$ cat config.mk
export PLATFORM = sky130hd
export DESIGN_NAME = fb_reader
export DESIGN_NICKNAME = d
export VERILOG_FILES = /design/src/rtl/fb_reader.sv
export SDC_FILE = /design/constraint.sdc
export NUM_CORES = 1
export LEC_CHECK = 0
export ABC_AREA = 1
export BUFFER_PORTS_ARGS = -buffer_cell sky130_fd_sc_hd__buf_2
export CAP_MARGIN = 10
export CORE_MARGIN = 2
export CORE_UTILIZATION = 59
export CTS_BUF_LIST = sky130_fd_sc_hd__clkbuf_16
export DETAILED_ROUTE_END_ITERATION = 8
export GPL_ROUTABILITY_DRIVEN = 0
export PLACE_DENSITY = 0.78
export SKIP_CTS_REPAIR_TIMING = 1
export SLEW_MARGIN = 40
export SYNTH_ARGS = -nofsm -noshare
export SYNTH_HDL_FRONTEND = slang
export SYNTH_SLANG_ARGS = --single-unit
$ cat constraint.sdc
create_clock -name clk -period 4.1 [get_ports clk]
set_input_delay 1.23 -clock clk [delete_from_list [all_inputs] [get_ports clk]]
set_output_delay 1.23 -clock clk [all_outputs]
set_load 0.01 [all_outputs]
$ cat src/rtl/fb_reader.sv
// Wishbone classic read master that streams the framebuffer, one word per pixel,
// into a first-word-fall-through FIFO presented as a valid/ready pixel stream.
module fb_reader #(
    parameter int HDISP       = 800,
    parameter int VDISP       = 480,
    parameter int FIFO_DEPTH  = 16,
    parameter int FAIR_PERIOD = 64,
    localparam int LW = $clog2(FIFO_DEPTH + 1)
) (
    input  logic          clk,
    input  logic          rst_n,
    output logic          wshb_cyc,
    output logic          wshb_stb,
    output logic          wshb_we,
    output logic [3:0]    wshb_sel,
    output logic [2:0]    wshb_cti,
    output logic [1:0]    wshb_bte,
    output logic [31:0]   wshb_adr,
    input  logic [31:0]   wshb_dat_sm,
    input  logic          wshb_ack,
    input  logic          restart,
    output logic          pix_valid,
    input  logic          pix_ready,
    output logic [23:0]   pix_data,
    output logic          pix_sof,
    output logic [LW-1:0] fifo_level
);
    localparam int PW = (FIFO_DEPTH > 1) ? $clog2(FIFO_DEPTH) : 1;
    localparam int FW = (FAIR_PERIOD > 1) ? $clog2(FAIR_PERIOD) : 1;
    localparam logic [31:0] LAST_ADR = 32'(4 * (HDISP * VDISP - 1));

    typedef enum logic [1:0] {IDLE, REQ, GAP} state_t;

    state_t        state, state_nxt;
    logic [31:0]   adr;
    logic [FW-1:0] fair;
    logic [24:0]   mem [FIFO_DEPTH];
    logic [PW-1:0] wr_ptr, rd_ptr;
    logic [LW-1:0] level, level_nxt;
    logic          push, pop, fair_wrap, full_nxt;
    logic          unused_hi;

    assign unused_hi = ^wshb_dat_sm[31:24];

    // An ack outside REQ or coinciding with restart never reaches the FIFO
    assign push      = rst_n && !restart && (state == REQ) && wshb_ack;
    assign pop       = (level != '0) && pix_ready;
    assign level_nxt = level + LW'(push) - LW'(pop);
    assign full_nxt  = (level_nxt == LW'(FIFO_DEPTH));
    assign fair_wrap = (fair == FW'(FAIR_PERIOD - 1));

    always_comb begin
        state_nxt = state;
        case (state)
            IDLE, GAP: state_nxt = full_nxt ? IDLE : REQ;
            REQ: begin
                if (wshb_ack) begin
                    if (fair_wrap)     state_nxt = GAP;
                    else if (full_nxt) state_nxt = IDLE;
                    else               state_nxt = REQ;
                end
            end
            default: state_nxt = IDLE;
        endcase
    end

    always_ff @(posedge clk) begin
        if (!rst_n || restart) begin
            state    <= IDLE;
            wshb_cyc <= 1'b0;
            adr      <= '0;
            fair     <= '0;
            level    <= '0;
            wr_ptr   <= '0;
            rd_ptr   <= '0;
        end else begin
            state    <= state_nxt;
            wshb_cyc <= (state_nxt == REQ);
            level    <= level_nxt;
            if (push) begin
                adr    <= (adr == LAST_ADR) ? '0 : adr + 32'd4;
                fair   <= fair_wrap ? '0 : fair + FW'(1);
                wr_ptr <= wr_ptr + PW'(1);
            end
            if (pop) rd_ptr <= rd_ptr + PW'(1);
        end
    end

    always_ff @(posedge clk) begin
        if (push) mem[wr_ptr] <= {adr == '0, wshb_dat_sm[23:0]};
    end

    assign wshb_stb   = wshb_cyc;
    assign wshb_we    = 1'b0;
    assign wshb_sel   = 4'hF;
    assign wshb_cti   = 3'd0;
    assign wshb_bte   = 2'd0;
    assign wshb_adr   = adr;
    assign pix_valid  = (level != '0);
    assign {pix_sof, pix_data} = mem[rd_ptr];
    assign fifo_level = level;
endmodule

# Word-level counts from Yosys, hierarchy flattened
# Memory sizes are Yosys's and may differ from the RTL's. A register that Yosys moved wholly into a read port is not among the register bits.
# Index checks and enable logic that the tools add are counted.
word_totals:
  word_cells: 41
  romBits: 0
  latchBits: 0
  out_inout_bits: 75
  memories: 1
  mem_bits_rw: 400
  reg_bits: 54
classes:
  mul: 0
  reduce_logical: 11
  n_addsub: 6
  n_eq_ne: 6
  shifts: 0
  n_mux: 10
  bitwise: 0
  div: 0
  order_cmp: 0
memory_table:
  columns: ["memory", "depth", "word_bits", "rd", "rd_clocked_by_memory_dff", "write_ports", "line", "source"]
  rows:
  - ["mem", 16, 25, 1, 1, 1, "37", "logic [24:0] mem [FIFO_DEPTH];"]
op_table:
  columns: ["cell", "count"]
  rows:
  - ["adder 32 x 3 -> 32 bit (second input constant)", 1]
  - ["== test 32 x 21 -> 1 bit (second input constant)", 1]
  - ["zero test 32 bit", 1]
  - ["two-way mux 32 bit", 1]
  - ["adder 4 x 1 -> 4 bit (second input constant)", 2]
  - ["two-way mux 4 bit", 2]
  - ["adder 6 x 1 -> 6 bit (second input constant)", 1]
  - ["== test 6 bit (second input constant)", 1]
  - ["two-way mux 6 bit", 1]
  - ["adder 5 x 1 -> 5 bit", 1]
  - ["== test 5 bit (second input constant)", 1]
  - ["nonzero test 5 bit", 1]
  - ["subtractor 5 x 1 -> 5 bit", 1]
  - ["== test 2 x 1 -> 1 bit (second input constant)", 2]
  - ["logical AND 1 bit", 4]
  - ["two-way mux 2 bit", 2]
  - ["case mux 2 bit (2 select lines)", 1]
  - ["two-way mux 1 bit", 3]
  - ["== test 2 bit (second input constant)", 1]
  - ["zero test 1 bit", 2]
  - ["zero test 2 bit", 1]
  - ["OR reduction 2 bit", 1]
  - ["logical OR 1 bit", 1]

# Logic depth before layout (Yosys ltp)
# Gate-level depths: netlist of run 1.
logic_depth:
  ltp_word: 12
  depth_mapped: 17

# Worst setup path after synthesis of run 1
# No wires, ideal clock.
synth_timing:
  path_type: "input port to flip-flop"
  start: "in restart"
  end: "mem mem[0][0], enable pin"
  required_time_ns: 3.693
  setup_ns: 0.407
  slack_ns: 0.707
  path_stages: 6
  arrival_time_ns: 2.986
  cell_sequence: "inv_1 nand2_2 nor2_8 buf_2 nand2_1 nor2_1"
synth_via:
  elab_chain_len: 6
synth_rtl:
  columns: ["item", "line", "source"]
  rows:
  - ["start: declaration", "21", "input logic restart,"]
  - ["zero test 1 bit", "46", "assign push = rst_n && !restart && (state == REQ) && wshb_ack;"]
  - ["logical AND 1 bit (3 in a row)", "46", null]
  - ["two-way mux 1 bit", "90", "if (push) mem[wr_ptr] <= {adr == '0, wshb_dat_sm[23:0]};"]
  - ["two-way mux 1 bit (implied by the code)", "90", null]
  - ["end: declaration", "37", null]
# No other way between the ends.

==> results of run 1 <==
## power groups by stage
stage                     sequential, mW  combinational, mW  clock [mW]
final                               5.15               1.56        3.72
after detailed placement            5.24               1.55           0
after global placement              5.24               1.48           0
after floorplan                     5.23               1.07           0
after global routing                5.15               1.75        3.95
after CTS                           5.15               1.56        3.75
## final cells by class
| type | count | area, um2 |
|---|---|---|
| Clock buffer | 44 | 1100 |
| Clock inverter | 36 | 223 |
| Fill cell | 2133 | 10200 |
| Tap cell | 402 | 503 |
| Timing Repair Buffer | 128 | 946 |
| Inverter | 70 | 268 |
| Sequential cell | 456 | 13100 |
| Antenna cell | 2 | 5.00 |
| Multi-Input combinational cell | 1000 | 5120 |
## flip-flops by register name (all words and copies together) (netlist names), named ones only
| signal | flops |
|---|---|
| fair | 6 |
| fifo_level | 5 |
| mem | 400 |
| rd_ptr | 4 |
| state | 2 |
| wr_ptr | 4 |
| wshb_adr | 30 |
| wshb_cyc | 1 |
## cells in the final DEF, fill, tap and decap left out, types with 44 or more instances in the layout
| cell type | synthesis | final |
|---|---|---|
| edfxtp_1 | 400 | 400 |
| nand2_1 | 156 | 156 |
| buf_2 | 22 | 91 |
| nor2_1 | 329 | 312 |
| clkbuf_16 | 0 | 44 |
| o211ai_1 | 54 | 54 |
| inv_1 | 64 | 76 |
| nand3_1 | 63 | 63 |
| dfxtp_1 | 56 | 53 |
| o21ai_0 | 179 | 179 |
| o221ai_1 | 46 | 46 |
## worst max-delay path, cell delays in order (launching register included)
cell and delay, ps:
dfxtp_4 380, buf_12 540, o21ai_0 280, o221ai_1 290, nand3_1 130, nand2_1 150
buf_2 150
## stage by stage
step	util	power (mW)	cell area (um2)	hold WS [ps]	instances
3_5_place_dp	0.635	6.79	20000	472	2056
5_1_grt	0.677	10.8	21300	509	2137
6_report	0.677	10.4	21300	487	2138
3_3_place_gp	0.635	6.72	20000	448	2056
4_1_cts	0.677	10.4	21300	485	2136
2_1_floorplan	-	6.30	18900	436	1626
## layer usage
metal,wire length (um),vias up
met5,0,-
met4,1310,0
met3,3980,105
met2,21500,675
met1,17500,6307
li1,-,5969
## logic make-up (layout without fill, tap and decap cells)
group / count (synthesis) / in the layout / share of synthesized area
fa+ha+maj: 17 / 17 / 0.0117
other cells: 2 / 14 / 0.000399
xor+xnor: 7 / 7 / 0.00325
buf+inv: 170 / 278 / 0.0399
simple gates: 592 / 592 / 0.130
flops: 456 / 456 / 0.697
compound gates: 372 / 372 / 0.117
## worst paths after layout
path | from | to | slack, ps
worst max-delay path | flip-flop | pix_data[3] | 270
worst min-delay path | fair[5] | fair[5] | 490
worst max register to register | fifo_level[3] | state[0] | 1420
worst min register to register | fair[5] | fair[5] | 490
==> reports/summary.txt, run 1 <==
cts bufs inserted: 44
FMAX: 0.261 GHz
Hold Path Stages: 1
layout cells sized above 1: 0.132
global route total overflow: 0
DR WL/cell: 20.7 um
Power Density: 490 mW/mm2
Avg Synthesized Cell Area: 11.7 um2
Tmin final: 3830 ps
Rows: 65
vias in the first global route: 12,709
Yosys cell types: 41
H-Tree Depth: 2
Final setup viols: 0
max_slew headroom: 0.435
Synth top area share: 0.637
pin count of the biggest net entering global routing: 201
Netlist Area Pre-Place: 0.0188 mm2
cells after synthesis: 1,616
WP data arrival: 2600 ps
initial core utilization: 0.599
met1 usage: 0.365
Worst R2R Path Depth: 15
final slew viol count: 0
Sink Count: 456
#FFs+latches synth: 456
Flop pwr share: 0.493
clk buf depth: 3
Crit Path Class: reg -> out
Leak: 7.24 nW
most common cell in the netlist: edfxtp_1
Worst-Margin Slew: 847 ps
Synth area leader: edfxtp_1
Switch Pwr: 2.75 mW
Fin Clk Skew: 20.5 ps
Tcrit/Tclk final: 0.934
Crit Path Max Fanout: 200
Die Wd: 183 um
Comb pwr share: 0.150
Internal: 7.68 mW
final wirelength: 44.3 mm
initial antenna violation count: 1
Synth async-reset ratio: 0
final HPWL from detailed placement: 24.9 mm
setup TNS: 0 ps
# nets final: 1,754
DRT Pass-1 Iters: 5
Clock Root Buffer: clkbuf_16
Vias per Instance: 6.11
worst skew pair latency: 550 ps
clock share of power: 0.357
IO Port Bufs: 91
M3 GR Usage: 0.0397
Commonest cells post-synth: edfxtp_1, nor2_1, o21ai_0
Placement Setup Slack: 592 ps
Worst setup EP type: primary output
Post-synth EDFFs: 400
Hold Violations, Final: 0
DR DRC count: 0
I/O pin count: 112
Synth area leaders: edfxtp_1, nor2_1, dfxtp_1, o21ai_0, nand2_1
Top FF cell, synth: edfxtp_1
status: finished clean
met2 usage: 0.440
first-pass GRT wire length: 68.5 mm
global route hottest layer: met2
Die Area: 0.0334 mm2
clock transition at the registers of the reported paths: 60 ps
Area Overhead vs Synth: 13.1%
Post-DRT Antenna Nets: 0
CTS tree: yes
Die Y: 183 um
Switching Share: 0.264
worst min path class: reg -> reg
setup ws final: 270 ps
CP Data Required Time: 2870 ps
initial drt markers: 1,632
post-synthesis sequential area ratio: 0.697
worst vdd ir: 0.000327 V
GRT Resource Usage Total: 0.267
Max Cap Violations: 0
RSZ-0062 raised after global routing: false
routed via count: 13,056
crit path launch type: flip-flop
yosys warns: 0
Core Area: 0.0315 mm2
(Power assumes the default switching activity.)
==> inputs of run 2 (changes only) <==
--- a/config.mk
+++ b/config.mk
@@ -13,7 +13,7 @@
 export CTS_BUF_LIST = sky130_fd_sc_hd__clkbuf_16
 export DETAILED_ROUTE_END_ITERATION = 8
 export GPL_ROUTABILITY_DRIVEN = 0
-export PLACE_DENSITY = 0.78
+export PLACE_DENSITY_LB_ADDON = 0.25
 export SKIP_CTS_REPAIR_TIMING = 1
 export SLEW_MARGIN = 40
 export SYNTH_ARGS = -nofsm -noshare
==> run 2 against run 1 <==
  * Design area rose by 0.25%
  * Sequential share of layout area decreased by 0.15 points
  * Clock-buffer cell count increased by 2
  * Sequential power about the same
  * Clock skew rose by 1.7 ps
  * Power is 1.3% higher
  * Worst hold slack got worse by 15 ps
  * Global-route usage fell by 0.21 points
  * Final cell count is essentially flat
  * Critical path depth grew 1
  * First-iteration DRC count fell by 6.8%
  * Wire length shrank 0.85%
  * Critical endpoint is now pix_data[10]
  * Highest routed layer unchanged
==> reports/summary.txt, run 2 (synthesis gave the netlist of run 1 again) <==
Vias per Instance: 6.05
max_slew headroom: 0.422
Top reg by flops: mem
met2 usage: 0.435
most common cell after layout, fill and taps aside: edfxtp_1
FMAX: 0.259 GHz
Power Density: 495 mW/mm2
worst min path class: reg -> reg
global route total overflow: 0
Total Power: 10.6 mW
most frequent cells in the layout: edfxtp_1, nor2_1, o21ai_0
H-Tree Depth: 2
Tcrit/Tclk final: 0.943
Worst-Margin Slew: 866 ps
initial drt markers: 1,521
met1 usage: 0.367
final slew viol count: 0
I/O pin count: 112
final wirelength: 43.9 mm
CP Data Required Time: 2870 ps
Rows: 65
Final setup viols: 0
max reg flops: 400
Sink Count: 456
worst vdd ir: 0.000286 V
clk buf depth: 3
initial antenna violation count: 1
Die Area: 0.0334 mm2
IO Port Bufs: 91
final HPWL from detailed placement: 24.3 mm
clock transition at the registers of the reported paths: 60 ps
Core Area: 0.0315 mm2
reg2reg setup slack: 1350 ps
placed cell areas: 0.0199 mm2
Worst R2R Start: fifo_level[2]
hold wc startpoint: fair[4]
first-pass GRT wire length: 67.6 mm
RSZ-0062 raised after global routing: false
Post-DRT Antenna Nets: 0
Clock Root Buffer: clkbuf_16
Leak: 7.27 nW
Die Y: 183 um
GRT Resource Usage Total: 0.265
WP data arrival: 2640 ps
worst skew pair latency: 550 ps
CTS tree: yes
DRT Pass-1 Iters: 5
Tmin final: 3870 ps
initial core utilization: 0.599
M3 GR Usage: 0.0379
reg2reg end: state[0]
Die Wd: 183 um
pin count of the biggest net entering global routing: 201
status: finished clean
DR WL/cell: 20.5 um
routed via count: 12,935
Hold Path Stages: 2
# nets final: 1,753
Non-Filler Instances: 2,139
Cells after DPL: 2,054
crit path launch type: flip-flop
Crit Path Max Fanout: 31
final instance area: 0.0214 mm2
global route hottest layer: met2
setup TNS: 0 ps
Area Overhead vs Synth: 13.3%
hold path endpoint: fair[4]
layout cells sized above 1: 0.133
Max Cap Violations: 0
Fin Clk Skew: 22.2 ps
vias in the first global route: 12,327
Worst setup EP type: primary output
Worst R2R Path Depth: 15
DR DRC count: 0
Crit Path Class: reg -> out
cts bufs inserted: 45
Hold Violations, Final: 0
==> run 2: changes by cell type in the layout (fill, tap and decap cells not counted), sizes merged <==
cell	delta
buf	-2
bufinv	+1
clkbuf	+2
clkinv	+1
clkinvlp	-2
inv	+1
==> run 2: area by class of cell <==
class,count,area (um2)
clock inverters,37,249
clock buffers,46,1150
multi-input cells,1000,5120
diodes,2,5.00
well taps,402,503
fillers,2206,10100
repair buffers,126,922
inverters,70,268
flip-flops and latches,456,13100
==> run 2: how the worst max path moves through the flow <==
stage / depth (start not counted) / from / endpoint / slack [ps]
final: 7 / flip-flop / pix_data[10] / 230
after global routing: 9 / flip-flop / pix_data[1] / 70
after CTS: 7 / flip-flop / pix_data[9] / 240
after detailed placement: 14 / wshb_ack / state[0] / 640
after global placement: 14 / wshb_ack / wshb_cyc / 650
after floorplan: 6 / restart / mem[0][0] / 710
==> run 2: worst max-delay path, cell delays in order, from the launching register on <==
cell      delay [ps]
dfxtp_4          350
inv_2            490
buf_4            430
o21ai_0          170
o221ai_1         220
nand3_1          150
nand2_1          130
buf_2            140
==> run 2: through the flow <==
stage / hold WS [ps] / utilization / setup WS [ps]
after floorplan: 436 / - / 707
after global placement: 449 / 0.634 / 647
after detailed placement: 458 / 0.634 / 636
after CTS: 477 / 0.678 / 243
after global routing: 513 / 0.679 / 65.2
final: 472 / 0.679 / 233
==> run 2: report_power, final <==
group	switching (mW)	internal, mW
Clock	1.67	2.22
Sequential	0.0345	5.09
Combinational	1.05	0.506
==> run 2: per-layer routing <==
layer,vias to the layer above,routed length [um]
li1,5967,-
met1,6329,18200
met2,563,21400
met3,76,3280
met4,0,1070
met5,-,0
==> inputs of run 3 (changes only) <==
==> constraint.sdc (replaced) <==
create_clock -name clk -period 4.1 [get_ports clk]
set_input_delay 0.615 -clock clk [delete_from_list [all_inputs] [get_ports clk]]
set_output_delay 0.615 -clock clk [all_outputs]
set_load 0.01 [all_outputs]
==> run 3 against run 2 <==
  * Worst hold slack worse by 42 ps
  * Final cell count is 0.28% higher
  * Register-to-register slack worse by 350 ps
  * First-iteration DRC count is 3.0% higher
  * Critical endpoint is now pix_data[19]
  * Core utilization is 0.095 points higher
  * Power is 2.4% higher
==> reports/summary.txt, run 3 (synthesis gave the netlist of run 1 again) <==
Clock Root Buffer: clkbuf_16
first-pass GRT wire length: 68.8 mm
Non-Filler Instances: 2,145
setup TNS: 0 ps
DR DRC count: 0
worst vdd ir: 0.000350 V
Fin Clk Skew: 19.7 ps
DRT Pass-1 Iters: 5
I/O pin count: 112
Hold Violations, Final: 0
Total Power: 10.8 mW
hold path endpoint: mem[13][19]
worst skew pair latency: 560 ps
Die Area: 0.0334 mm2
initial drt markers: 1,567
Leak: 7.32 nW
most common cell after layout, fill and taps aside: edfxtp_1
Vias per Instance: 6.02
Power Density: 506 mW/mm2
Top reg by flops: mem
vias in the first global route: 12,292
Cells after DPL: 2,060
reg2reg setup slack: 1000 ps
Post-DRT Antenna Nets: 0
Die Y: 183 um
pin count of the biggest net entering global routing: 105
DR WL/cell: 20.8 um
IO Port Bufs: 91
Core Area: 0.0315 mm2
crit path launch type: flip-flop
FMAX: 0.293 GHz
final wirelength: 44.6 mm
Worst R2R Start: state[1]
Die Wd: 183 um
Crit Path Max Fanout: 69
H-Tree Depth: 2
Area Overhead vs Synth: 13.5%
status: finished clean
max_slew headroom: 0.422
routed via count: 12,917
Crit Path Class: reg -> out
initial core utilization: 0.599
most frequent cells in the layout: edfxtp_1, nor2_1, o21ai_0
final slew viol count: 0
Worst-Margin Slew: 867 ps
Final Core Density: 0.680
clock transition at the registers of the reported paths: 70 ps
RSZ-0062 raised after global routing: false
CP Data Required Time: 3480 ps
Final setup viols: 0
Tcrit/Tclk final: 0.832
Worst R2R Path Depth: 14
WP data arrival: 2800 ps
CTS tree: yes
hold wc startpoint: wshb_dat_sm[19]
final HPWL from detailed placement: 25.0 mm
Tmin final: 3410 ps
Rows: 65
initial antenna violation count: 3
Max Cap Violations: 0
cts bufs inserted: 45
clk buf depth: 3
# nets final: 1,760
reg2reg end: state[0]
Hold Path Stages: 1
worst min path class: in -> reg
Sink Count: 456
GRT Resource Usage Total: 0.271
layout cells sized above 1: 0.136
Worst setup EP type: primary output
max reg flops: 400
global route total overflow: 0
[run 3: cell types whose count changed in the layout (fill, tap and decap cells not counted), moves of 3 or more]
| cell | previous run | this run |
|---|---|---|
| bufinv_16 | 3 | 6 |
| buf_4 | 18 | 35 |
| inv_1 | 79 | 75 |
| clkinv_1 | 9 | 13 |
| clkinv_2 | 8 | 5 |
| buf_12 | 16 | 6 |
[run 3: worst max-delay path by stage]
stage / slack [ps] / depth (start not counted) / end / from
CTS: 690 / 6 / pix_data[3] / flip-flop
detailed placement: 670 / 14 / state[0] / wshb_ack
global placement: 750 / 14 / state[0] / wshb_ack
floorplan: 1320 / 6 / mem[0][0] / restart
finish: 690 / 6 / pix_data[19] / flip-flop
global route: 530 / 6 / pix_data[3] / flip-flop
[run 3: area by class of cell]
class	count	area, um2
multi-input combinational	1000	5120
clock inverter	37	338
fill	2257	10100
clock buffer	46	1150
antenna	1	2.50
tap	402	503
sequential	456	13100
inverter	70	268
timing repair buffer	133	866
[run 3: stage by stage]
step / setup WS [ps] / area [um2] / hold slack [ps]
after floorplan: 1320 / 18900 / 436
after global placement: 753 / 19800 / 451
after detailed placement: 674 / 19900 / 461
after CTS: 693 / 21400 / 419
after global routing: 530 / 21400 / 431
final: 687 / 21400 / 429
[run 3: critical path, cell delays in order, from the launching register on]
cell	delay, ps
dfxtp_4	590
buf_4	650
o21ai_0	250
o221ai_1	270
nand3_1	110
nand2_1	160
buf_2	160
[run 3: layer usage]
layer | GRT usage | part of all wire
met1 | 0.380 | 0.41
met3 | 0.0403 | 0.080
met5 | 0 | 0.00060
met4 | 0.114 | 0.041
met2 | 0.428 | 0.46
[run 3: report_power, final]
group	total (mW)	switching [mW]	internal (mW)
Combinational	1.53	1.02	0.514
Sequential	5.17	0.0768	5.09
Clock	4.13	1.71	2.42
